==> config.mk <==
export PLATFORM = sky130hd
export DESIGN_NAME = spi_rom_fetch_flat
export DESIGN_NICKNAME = d
export VERILOG_FILES = /design/src/rtl/spi_rom_fetch_if.sv /design/src/rtl/spi_rom_fetch.sv /design/src/flat_wrapper.sv
export SDC_FILE = /design/constraint.sdc
export NUM_CORES = 1
export LEC_CHECK = 0
export ABC_AREA = 1
export CAP_MARGIN = 10
export CORE_ASPECT_RATIO = 0.75
export CORE_MARGIN = 3
export CORE_UTILIZATION = 57
export DETAILED_ROUTE_END_ITERATION = 8
export PLACE_DENSITY = 0.86
export SLEW_MARGIN = 0
export SYNTH_ARGS = -nofsm -noshare
export SYNTH_HDL_FRONTEND = slang
export SYNTH_SLANG_ARGS = --single-unit
==> constraint.sdc <==
create_clock -name clk -period 2.5 [get_ports clk]
set_input_delay 0.5 -clock clk [delete_from_list [all_inputs] [get_ports clk]]
set_output_delay 0.5 -clock clk [all_outputs]
set_load 0.005 [all_outputs]
==> src/rtl/spi_rom_fetch_if.sv <==
`default_nettype none
// ============================================================================
// Module   : spi_rom_fetch_if
// Purpose  : Request/response bundle between the 6-bit scrap CPU core and the
//            SPI ROM byte-fetch engine.
// Signals  : req          - fetch request, held by the core until accepted
//            req_addr     - 12-bit byte address, captured with req
//            double_speed - 0: SCLK = clk/4, 1: SCLK = clk/2 (sampled at accept)
//            ready        - engine can accept a request
//            rvalid       - one-cycle pulse, rdata valid
//            rdata        - fetched byte, held until the next rvalid
// Modports : master (core side), slave (fetch engine side)
// Revision : 1.0 - initial release
// ============================================================================
interface spi_rom_fetch_if;
  logic        req;
  logic [11:0] req_addr;
  logic        double_speed;
  logic        ready;
  logic        rvalid;
  logic [7:0]  rdata;

  modport master (
    output req, req_addr, double_speed,
    input  ready, rvalid, rdata
  );

  modport slave (
    input  req, req_addr, double_speed,
    output ready, rvalid, rdata
  );
endinterface
`default_nettype wire

==> src/rtl/spi_rom_fetch.sv <==
`default_nettype none
// ============================================================================
// Module   : spi_rom_fetch
// Purpose  : Byte-fetch engine for a 25-series SPI NOR flash (READ, 0x03).
//            A request that continues the previous address keeps the flash
//            selected and clocks out only the next byte; any other request
//            deselects the flash and issues command + 24-bit address + one
//            byte clocked in as data.
// Ports    : clk   - core clock
//            rst_n - asynchronous active-low reset
//            bus   - spi_rom_fetch_if.slave (req/req_addr/double_speed in,
//                    ready/rvalid/rdata out)
//            cs_n, sclk, mosi - flash outputs (SPI mode 0), all registered
//            miso  - flash data out
// Config   : SPI_ROM_PREFETCH_EN - when defined, a one-entry prefetch buffer
//            fetches last_addr+1 while the core is idle.
// Revision : 1.0 - initial release
// ============================================================================
module spi_rom_fetch (
  input  wire logic          clk,
  input  wire logic          rst_n,
  spi_rom_fetch_if.slave     bus,
  output logic               cs_n,
  output logic               sclk,
  output logic               mosi,
  input  wire logic          miso
);

  typedef enum logic [1:0] {
    S_IDLE  = 2'd0,
    S_DESEL = 2'd1,
    S_SHIFT = 2'd2,
    S_DONE  = 2'd3
  } state_t;

  localparam logic [7:0] CMD_READ = 8'h03;

  state_t      state;
  logic [11:0] addr_q;      // address of the byte being fetched
  logic [11:0] last_addr;   // address of the last byte handed to the core
  logic        sess_open;   // flash selected and positioned at last_addr+1
  logic        d_one;       // latched half-period: 1 -> d=1, 0 -> d=2
  logic        half_cnt;    // clk edges remaining in the current half-period
  logic        desel_cnt;
  logic [5:0]  bits_left;
  logic [39:0] tx_sh;       // bits still to go out; MSB is the next mosi bit
  logic [7:0]  rx_sh;
  logic        ready_q;
  logic        rvalid_q;
  logic [7:0]  rdata_q;

`ifdef SPI_ROM_PREFETCH_EN
  logic        pf_run;      // current SHIFT fills the prefetch buffer
  logic        pvalid;
  logic [7:0]  pbuf;
  logic [11:0] paddr;
`endif

  // Sequential test is done at 13 bits so 0xFFF -> 0x000 is not a hit: the
  // flash would continue at 0x1000, not wrap to 0.
  logic [12:0] next_seq;
  logic        seq_hit;
  logic        accept;

  assign next_seq = {1'b0, last_addr} + 13'd1;
  assign seq_hit  = sess_open && (next_seq == {1'b0, bus.req_addr});
  assign accept   = bus.req && ready_q;

`ifdef SPI_ROM_PREFETCH_EN
  logic pbuf_hit;
  logic pf_start;
  assign pbuf_hit = pvalid && (bus.req_addr == paddr);
  assign pf_start = !bus.req && sess_open && !pvalid && (last_addr != 12'hFFF);
`endif

  assign bus.ready  = ready_q;
  assign bus.rvalid = rvalid_q;
  assign bus.rdata  = rdata_q;

  always_ff @(posedge clk or negedge rst_n) begin
    if (!rst_n) begin
      state     <= S_IDLE;
      addr_q    <= 12'h000;
      last_addr <= 12'h000;
      sess_open <= 1'b0;
      d_one     <= 1'b0;
      half_cnt  <= 1'b0;
      desel_cnt <= 1'b0;
      bits_left <= 6'd0;
      tx_sh     <= 40'h0;
      rx_sh     <= 8'h00;
      ready_q   <= 1'b1;
      rvalid_q  <= 1'b0;
      rdata_q   <= 8'h00;
      cs_n      <= 1'b1;
      sclk      <= 1'b0;
      mosi      <= 1'b0;
`ifdef SPI_ROM_PREFETCH_EN
      pf_run    <= 1'b0;
      pvalid    <= 1'b0;
      pbuf      <= 8'h00;
      paddr     <= 12'h000;
`endif
    end else begin
      rvalid_q <= 1'b0;

      case (state)
        S_IDLE: begin
          if (accept) begin
            addr_q  <= bus.req_addr;
            d_one   <= bus.double_speed;
            ready_q <= 1'b0;
`ifdef SPI_ROM_PREFETCH_EN
            if (pbuf_hit) begin
              // Byte already buffered: hand it over through DONE next edge.
              rx_sh  <= pbuf;
              pvalid <= 1'b0;
              state  <= S_DONE;
            end else
`endif
            if (seq_hit) begin
              // Flash already sits on this byte; clock out one dummy byte.
              // The first (zero) bit is presented now, sclk still low.
              state     <= S_SHIFT;
              tx_sh     <= 40'h0;
              bits_left <= 6'd8;
              half_cnt  <= !bus.double_speed;
              mosi      <= 1'b0;
            end else begin
              state     <= S_DESEL;
              cs_n      <= 1'b1;
              sclk      <= 1'b0;
              mosi      <= 1'b0;
              sess_open <= 1'b0;
              desel_cnt <= 1'b0;
              tx_sh     <= {CMD_READ, 8'h00, 4'h0, bus.req_addr[11:8],
                            bus.req_addr[7:0], 8'h00};
              bits_left <= 6'd40;
`ifdef SPI_ROM_PREFETCH_EN
              pvalid    <= 1'b0;
`endif
            end
          end
`ifdef SPI_ROM_PREFETCH_EN
          else if (pf_start) begin
            // Idle core: pull the next sequential byte with the last speed.
            ready_q   <= 1'b0;
            pf_run    <= 1'b1;
            addr_q    <= next_seq[11:0];
            state     <= S_SHIFT;
            tx_sh     <= 40'h0;
            bits_left <= 6'd8;
            half_cnt  <= !d_one;
            mosi      <= 1'b0;
          end
`endif
        end

        S_DESEL: begin
          // cs_n stays high for exactly two clk, then the first command bit
          // is presented together with the falling cs_n.
          if (desel_cnt) begin
            state    <= S_SHIFT;
            cs_n     <= 1'b0;
            mosi     <= tx_sh[39];
            tx_sh    <= {tx_sh[38:0], 1'b0};
            half_cnt <= !d_one;
          end else begin
            desel_cnt <= 1'b1;
          end
        end

        S_SHIFT: begin
          if (half_cnt) begin
            half_cnt <= 1'b0;
          end else begin
            half_cnt <= !d_one;
            if (!sclk) begin
              // Rising sclk: the flash has had the whole low half to drive miso.
              sclk  <= 1'b1;
              rx_sh <= {rx_sh[6:0], miso};
            end else begin
              // Falling sclk: mosi advances only here, while sclk goes low.
              sclk <= 1'b0;
              if (bits_left == 6'd1) begin
                state <= S_DONE;
              end else begin
                bits_left <= bits_left - 6'd1;
                mosi      <= tx_sh[39];
                tx_sh     <= {tx_sh[38:0], 1'b0};
              end
            end
          end
        end

        S_DONE: begin
`ifdef SPI_ROM_PREFETCH_EN
          if (pf_run) begin
            pbuf   <= rx_sh;
            paddr  <= addr_q;
            pvalid <= 1'b1;
            pf_run <= 1'b0;
          end else
`endif
          begin
            rdata_q   <= rx_sh;
            rvalid_q  <= 1'b1;
            last_addr <= addr_q;
          end
          sess_open <= 1'b1;
          ready_q   <= 1'b1;
          state     <= S_IDLE;
        end

        default: state <= S_IDLE;
      endcase
    end
  end

endmodule
`default_nettype wire

==> src/flat_wrapper.sv <==
// flat-port wrapper written by rule: the top's interface ports become plain ports
module spi_rom_fetch_flat 
  (clk, rst_n, cs_n, sclk, mosi, miso, bus_req, bus_req_addr, bus_double_speed, bus_ready, bus_rvalid, bus_rdata);
  spi_rom_fetch_if bus_i ();
  input  wire logic clk;
  input  wire logic rst_n;
  output logic cs_n;
  output logic sclk;
  output logic mosi;
  input  wire logic miso;
  input wire logic [$bits(bus_i.req)-1:0] bus_req;
  input wire logic [$bits(bus_i.req_addr)-1:0] bus_req_addr;
  input wire logic [$bits(bus_i.double_speed)-1:0] bus_double_speed;
  output wire logic [$bits(bus_i.ready)-1:0] bus_ready;
  output wire logic [$bits(bus_i.rvalid)-1:0] bus_rvalid;
  output wire logic [$bits(bus_i.rdata)-1:0] bus_rdata;
  assign bus_i.req = bus_req;
  assign bus_i.req_addr = bus_req_addr;
  assign bus_i.double_speed = bus_double_speed;
  assign bus_ready = bus_i.ready;
  assign bus_rvalid = bus_i.rvalid;
  assign bus_rdata = bus_i.rdata;
  spi_rom_fetch u_core (.clk(clk), .rst_n(rst_n), .bus(bus_i), .cs_n(cs_n), .sclk(sclk), .mosi(mosi), .miso(miso));
endmodule
==> flow_metrics.py <==
metrics = {
    "timing": {
        "rsz0062_at_grt": "no",
        "max_freq_mhz": 453,
        "fin_crit_ps": 2210,
        "finalCritPeriodShare": 0.883,
        "tightest_slew_ps": 778,
        "setup_viol": 0,
        "slew_headroom": 0.481,
        "fin_setup_tns_ps": 0,
        "slew_viol_final": 0,
        "hold_viol_final": 0,
        "skew_ps": 18.2,
    },
    "routing": {
        "viasPerCell": 5.43,
        "dr.pass1.iters": 5,
        "wire_per_inst_um": 14.2,
        "drt-initial-drc-count": 294,
        "final_antenna_net_count": 0,
        "wl_um": 9310,
        "drc": 0,
        "vias": 3568,
    },
    "yosys": {
        "synth_common_cells": "148 x nand2_1, 87 x dfrtp_1, 51 x o21ai_0",
        "synth_edf_count": 0,
        "syn_nets": 548,
        "seq_area_frac_synth": 0.521,
        "synth_top_family_by_area": "simple AND/OR/NAND/NOR gates",
        "synth.most_common_cell": "nand2_1",
        "yosysUniqueCellTypes": 35,
        "yosysTopAreaCell": "dfrtp_1",
        "synth.area.top_cells": "dfrtp_1 51%, nand2_1 13%, o21ai_0 6.0%, nand3_1 4.9%, inv_1 4.4%",
        "synth_compound_area_frac": 0.127,
        "synthCells": 524,
        "synth_simple_gate_area_share": 0.246,
        "netlist_area_um2": 4280,
        "ys_ff_latch": 89,
        "ys.warnings.count": 0,
        "synth_fa_ha_area_frac": 0.0205,
        "avgSynthCellArea_um2": 8.16,
        "synth_xor_area_frac": 0.0140,
        "synth_top_area_frac": 0.509,
        "postSynth.asyncResetShare": 1.00,
        "dominantRegCellSynth": "dfrtp_1",
        "synthMuxAreaShare": 0,
    },
    "place": {
        "dp.final_hpwl_um": 6540,
        "place_congestion": 0.899,
        "io_buffers": 29,
    },
    "floorplan": {
        "rows": 26,
        "io_pins": 30,
        "core_um2": 7030,
        "dieArea_um2": 8590,
        "fp.dieW_um": 106,
        "die_h_um": 81.0,
        "start_util": 0.609,
    },
    "global_routing": {
        "grt_pass1_wl_um": 15900,
        "grt_max_degree": 50,
        "grt_usage": 0.234,
        "grt_pass1_vias": 3411,
        "gr-total-overflow": 0,
        "antenna_found_initial": 0,
    },
    "final_layout": {
        "nets": 578,
        "antenna_cells": 0,
        "final_core_util": 0.693,
        "final_layout_size_suffix_gt1_frac": 0.0894,
        "synthToLayoutAreaGrowth_pct": 13.9,
    },
    "setup_path": {
        "cp.required_ps": 2750,
        "critPathMaxStageDelay_ps": 390,
        "critPathArrivalTime_ps": 2460,
        "cp-start-kind": "register",
        "cp_max_fo": 28,
        "endpoint_kind": "register",
        "cpMaxStageDelayCell": "dfrtp_1",
        "crit_type": "reg2reg",
        "crit_chain": "inv_1 > ha_1 > inv_2 > nor2_1 > nor3b_2 > o21ai_1 > inv_2 > nand2_4 > buf_4 > a21oi_1 > a21oi_1",
    },
    "clock_network": {
        "post_cts_resized": 0,
        "cts_buffers": 9,
        "cts_tree": "built",
        "cts_root_buffer": "clkbuf_8",
        "insertion_delay_ps": 370,
        "htreeDepth": 3,
        "clk_pin_slew_ps": 100,
        "clockBufferDepth": 2,
        "cts.sinks": 89,
        "post_cts_buffers": 0,
        "hold_buffers": 0,
    },
    "power_and_ir_drop": {
        "finalPower_mw": 6.35,
        "power.leakage_nw": 2.33,
        "pwr_density_cell_nw_per_um2": 1300,
        "vdd_drop_max_mv": 0.587,
    },
    "flow_run": {
        "drv_cap": 0,
    },
    "status": {
        "status": "complete, no violations",
    },
    "min_path": {
        "hold_path.class": "in2async",
    },
}
final timing paths:
kind	startpoint	end	slack, ps	cells past startpoint
setup / recovery	u_core.state[0]	u_core.tx_sh[11]	290	11
hold / removal	rst_n	u_core.bits_left[1]	110	1
setup reg to reg	u_core.state[0]	u_core.tx_sh[11]	290	11
hold reg to reg	u_core.addr_q[0]	u_core.last_addr[0]	480	2
max in group asynchronous	rst_n	u_core.cs_n	1730	2
min in group clk	u_core.addr_q[0]	u_core.last_addr[0]	480	2
report_power, final:
| group | total [mW] | switching [mW] | internal [mW] | leakage (nW) |
|---|---|---|---|---|
| Clock | 0.963 | 0.573 | 0.390 | 0.0931 |
| Sequential | 2.43 | 0.386 | 2.05 | 1.12 |
| Combinational | 2.95 | 1.92 | 1.04 | 1.12 |
layout by cell type, fill, tap and decap left out, drive strengths merged:
cell type,count
clkdlybuf4s50,28
dfrtp,87
o31ai,9
nor3b,1
xnor2,2
a22oi,2
clkinv,1
nand4,3
a21oi,34
xor2,4
nand3,44
clkinvlp,2
buf,11
nand2,152
o21ai,54
ha,7
dfstp,2
clkbuf,9
a21boi,1
nand3b,1
nor2,42
or2,1
inv,59
o22ai,1
nor3,2
critical path, delay by kind of cell (launching register included):
kind	cells	cell delay (ps)
and+or+nand+nor	3	390
AOI/OAI and AO/OA	3	430
adders and majority gates	1	290
DFF	1	390
buffers and inverters	4	600
metrics by stage:
stage | area (µm²) | worst slack (ps) | hold slack (ps) | cells
2_1_floorplan | 4280 | 711 | 204 | 524
3_3_place_gp | 4680 | 181 | 454 | 641
3_5_place_dp | 4680 | 117 | 458 | 641
4_1_cts | 4870 | 328 | 122 | 657
5_1_grt | 4870 | 105 | 127 | 657
6_report | 4870 | 293 | 107 | 657
flip-flops by register name, summed over array words and instances (netlist names):
name,count
u_core.mosi,1
u_core.bus.rdata,8
u_core.sclk,1
u_core.desel_cnt,1
u_core.tx_sh,32
u_core.rx_sh,8
u_core.cs_n,1
u_core.half_cnt,1
u_core.last_addr,12
u_core.sess_open,1
u_core.addr_q,12
u_core.state,2
u_core.bus.ready,1
u_core.bus.rvalid,1
u_core.d_one,1
u_core.bits_left,6
layout make-up:
| type | instances | area [µm²] |
|---|---|---|
| clock buffers | 9 | 124 |
| clock inverters | 7 | 71.3 |
| fillers | 560 | 2160 |
| inverters | 55 | 206 |
| multi-input cells | 360 | 1740 |
| flip-flops and latches | 89 | 2230 |
| well taps | 98 | 123 |
| repair buffers | 39 | 375 |
metal layers:
metal / track usage / part of all wire
met1: 0.318 / 0.46
met4: 0.0802 / 0.016
met2: 0.383 / 0.46
met3: 0.0453 / 0.063
met5: 0 / 0
cells by family (layout without fill, tap and decap cells):
logic type / count (synthesis) / after routing
compound gates: 101 / 101
xor+xnor: 6 / 6
fa+ha+maj: 7 / 7
buf+inv: 75 / 110
flops: 89 / 89
simple gates: 246 / 246
No activity file was read; power rests on OpenSTA's default activity.
